===== src/rtl/cpu_pkg.sv =====
// ============================================================================
// Module   : cpu_pkg
// Brief    : Shared fetch-path widths, reset vector and address type.
// Revision : 1.0 - initial release
// ============================================================================
`default_nettype none

package cpu_pkg;

    localparam int unsigned        DEFAULT_XLEN         = 32;
    localparam logic [31:0]        DEFAULT_RESET_VECTOR = 32'h0000_0000;

    typedef logic [DEFAULT_XLEN-1:0] addr_t;

    localparam addr_t INSN_BYTES = addr_t'(4);

endpackage

`default_nettype wire


===== src/rtl/pc_plus_4.sv =====
// ============================================================================
// Module   : pc_plus_4
// Brief    : Sequential-successor adder; wraps modulo 2^XLEN, no carry-out.
// Revision : 1.0 - initial release
// ============================================================================
`default_nettype none

module pc_plus_4
    import cpu_pkg::*;
(
    input  addr_t pc_in,
    output addr_t pc_out
);

    assign pc_out = pc_in + INSN_BYTES;

endmodule

`default_nettype wire


===== src/rtl/pc_unit.sv =====
// ============================================================================
// Module   : pc_unit
// Brief    : Program-counter register with sequential/external next-PC select.
// Revision : 1.0 - initial release
// ============================================================================
`default_nettype none

module pc_unit
    import cpu_pkg::*;
#(
    parameter int unsigned          XLEN         = DEFAULT_XLEN,
    parameter logic [XLEN-1:0]      RESET_VECTOR = DEFAULT_RESET_VECTOR
) (
    input  logic            clk,
    input  logic            rst_n,
    input  logic            stall,
    input  logic            pc_sel,
    input  logic [XLEN-1:0] pc_in,
    output logic [XLEN-1:0] pc_out,
    output logic [XLEN-1:0] pc_plus_4_out,
    output logic            misaligned
);

    logic [XLEN-1:0] pc_q;
    logic [XLEN-1:0] pc_d;
    addr_t           w_pc_seq;

    pc_plus_4 u_pc_plus_4 (
        .pc_in  (pc_q),
        .pc_out (w_pc_seq)
    );

    // Stall wins over both mux legs, so pc_in is never sampled while holding.
    always_comb begin
        pc_d = pc_q;
        if (!stall) begin
            pc_d = pc_sel ? w_pc_seq : pc_in;
        end
    end

    always_ff @(posedge clk or negedge rst_n) begin
        if (!rst_n) begin
            pc_q <= RESET_VECTOR;
        end else begin
            pc_q <= pc_d;
        end
    end

    assign pc_out        = pc_q;
    assign pc_plus_4_out = w_pc_seq;
    assign misaligned    = |pc_q[1:0];

endmodule

`default_nettype wire


===== config.mk =====
export PLATFORM = sky130hd
export DESIGN_NAME = pc_unit
export DESIGN_NICKNAME = d
export VERILOG_FILES = /design/src/rtl/cpu_pkg.sv /design/src/rtl/pc_plus_4.sv /design/src/rtl/pc_unit.sv
export SDC_FILE = /design/constraint.sdc
export NUM_CORES = 1
export LEC_CHECK = 0
export ABC_AREA = 1
export BUFFER_PORTS_ARGS = -buffer_cell sky130_fd_sc_hd__buf_2
export CAP_MARGIN = 40
export CORE_MARGIN = 4
export CORE_UTILIZATION = 45
export DETAILED_ROUTE_END_ITERATION = 8
export PLACE_DENSITY = 0.75
export SLEW_MARGIN = 20
export SYNTH_ARGS = -nofsm -noshare
export SYNTH_HDL_FRONTEND = slang
export SYNTH_SLANG_ARGS = --single-unit
export TNS_END_PERCENT = 100

===== constraint.sdc =====
create_clock -name clk -period 2.3 [get_ports clk]
set_input_delay 0.23 -clock clk [delete_from_list [all_inputs] [get_ports clk]]
set_output_delay 0.23 -clock clk [all_outputs]
set_load 0.01 [all_outputs]

==> flow_summary.json <==
{
  "tightest_slew_ns": 0.7271,
  "cts_sinks": 32,
  "p_total_mw": 1.796,
  "finalWorstSetupSlack_ns": 0.2342,
  "drc": 0,
  "path_delay_family": "simple AND/OR/NAND/NOR gates",
  "start_kind": "flop",
  "drt_wl_total_mm": 6.495,
  "synth_cell_types": 24,
  "dr.pass1.iters": 5,
  "globalplace.congestion": 0.8716,
  "grt_overflow": 0,
  "yosys.area.top_type": "dfrtp_1",
  "grt_setup_unrepaired": "false",
  "cp.arrival_ns": 1.84,
  "crit_path_end": "pc_plus_4_out[18]",
  "netlist_area_um2": 2308,
  "yosys-top-cells-area": "dfrtp_1, nand2_1, a22oi_1, xor2_2, nor2_1",
  "hold_ws_ns": -0.01122,
  "slowest_delay_ns": 0.43,
  "path_buf_inv": 1,
  "timing.rr.start": "pc_out[3]",
  "vias": 2428,
  "drt_iter0_drc": 143,
  "design_area_um2": 2969,
  "max_cap_viol_count": 0,
  "worstSetupPathDepth": 7,
  "cp_max_fo": 5,
  "preCtsSetupSlack_ns": 0.5575,
  "mostFrequentLayoutCell": "nand2_1",
  "violations": "hold timing",
  "grt_pass1_vias": 2277,
  "crit_path_end_kind": "output pin",
  "multiInputGateArea_um2": 1359,
  "wire_per_inst_um": 13.34,
  "cts_resized": 0,
  "area_growth_pct": 28.62,
  "drive_gt1_share_pct": 33.57,
  "hpwl_mm": 5.086,
  "io_buffers": 100,
  "yosys_warnings": 0,
  "critPathSlowestCell": "dfrtp_1",
  "cts_hold_buf": 0,
  "fin_tns_setup_ns": 0,
  "grt_max_degree": 33,
  "antenna_found_initial": 0,
  "cp_cell_sequence": "ha_1, nand2_1, nor2_2, nand2_4, nor2_8, xor2_2, buf_2",
  "viasPerCell": 4.986,
  "track_usage_pct": 21.71,
  "crit_type": "flop to output pin",
  "fin_nets": 456,
  "clock_skew_ns": 0.008652,
  "yosysSeqAreaShare_pct": 34.69,
  "finalCritPeriodShare_pct": 89.82,
  "ios": 101,
  "vdd_drop_max_mv": 0.3417,
  "p_leak_nw": 1.595,
  "regArea_um2": 800.8,
  "clk_latency_ns": 0.29,
  "htree_levels": 2,
  "numCtsBuffers": 5,
  "postSynthCellCount": 318,
  "maxSlewViolCount": 0,
  "clockBufferDepth": 2,
  "clk_pin_slew_ns": 0.07,
  "status": "finished with violations",
  "n_antenna_cell": 0,
  "initial_core_util_pct": 47.61,
  "r2r-end": "pc_out[30]",
  "relSlewSlack_pct": 51.53,
  "holdCritPathClass": "input pin to async pin",
  "die_area_um2": 6340,
  "min_period_ns": 2.066,
  "die_w_um": 79.63,
  "required_ns": 2.07,
  "fin_util_pct": 61.24,
  "hold_violations": 7,
  "syn_area_per_cell_um2": 7.259,
  "grt_pass1_wl_mm": 10.83,
  "core_um2": 4848,
  "cts_tree": "yes",
  "yosysTopAreaCellShare_pct": 34.69,
  "largest_reg_flops": 32,
  "fill_cells": 467,
  "max_freq_ghz": 0.4841,
  "cts_root_buf": "clkbuf_8",
  "power_density_nw_per_um2": 605.0,
  "rows": 25,
  "postCtsSetupBuffers": 0,
  "crit_start": "pc_out[3]",
  "ys_ff_latch": 32,
  "syn-num-nets": 355,
  "reg2reg_setup_slack_ns": 0.69,
  "die_h_um": 79.63,
  "placed_area_um2": 2872,
  "final_cell_mix": "nand2_1, buf_2, dfrtp_1",
  "ant_nets": 0,
  "setup_viol": 0,
  "worstRegToRegCells": 10
}
[power breakdown]
| part | total, mW | switching (mW) | internal, mW |
|---|---|---|---|
| registers | 0.764 | 0.125 | 0.639 |
| logic | 0.576 | 0.332 | 0.244 |
| clock network | 0.456 | 0.212 | 0.244 |
[through the flow]
stage	hold slack [ns]	cells
floorplan	-0.06559	318
global placement	0.3169	478
detailed placement	0.3278	478
CTS	0.01477	486
global route	0.05767	487
finish	-0.01122	487
[cells in the mapped netlist]
| master | instances |
|---|---|
| a22oi_1 | 26 |
| and2_1 | 3 |
| buf_2 | 4 |
| buf_4 | 2 |
| clkbuf_1 | 5 |
| dfrtp_1 | 32 |
| ha_1 | 1 |
| inv_1 | 25 |
| inv_2 | 1 |
| nand2_1 | 131 |
| nand2_2 | 5 |
| nand2_4 | 2 |
| nand3_1 | 7 |
| nand3b_1 | 8 |
| nor2_1 | 27 |
| nor2_2 | 4 |
| nor2_4 | 9 |
| nor2_8 | 1 |
| o211ai_1 | 3 |
| o21ai_0 | 5 |
| o21ai_1 | 2 |
| xnor2_1 | 2 |
| xor2_1 | 6 |
| xor2_2 | 7 |
[logic make-up after synthesis]
| family | synth area share (%) |
|---|---|
| simple gates | 39.30 |
| fa+ha+maj | 0.5419 |
| flops | 34.69 |
| compound gates | 10.95 |
| xor+xnor | 7.968 |
| buf+inv | 6.558 |
[per-layer routing]
layer  share of wire (%)  vias to the layer above  GRT usage (%)
li1                    -                     1204              -
met1                  44                     1126          29.23
met2                  45                       94          35.23
met3                 9.6                        4          5.530
met4                0.65                        0          4.467
met5                   0                        -              0
[area by class of cell]
| type | count | share of cell area [%] |
|---|---|---|
| Timing Repair Buffer | 105 | 18.12 |
| Sequential cell | 32 | 26.97 |
| Tap cell | 67 | 2.823 |
| Multi-Input combinational cell | 249 | 45.76 |
| Inverter | 26 | 3.287 |
| Clock buffer | 8 | 3.034 |
[how the worst min path moves through the flow]
stage	from	end	cells past startpoint
after floorplan	rst_n	pc_out[0]	0
after global placement	rst_n	pc_out[17]	1
after detailed placement	rst_n	pc_out[17]	1
after CTS	rst_n	pc_out[17]	1
after global routing	rst_n	pc_out[17]	1
final	rst_n	pc_out[17]	1
Note: power is estimated with default switching activity, not from simulation.
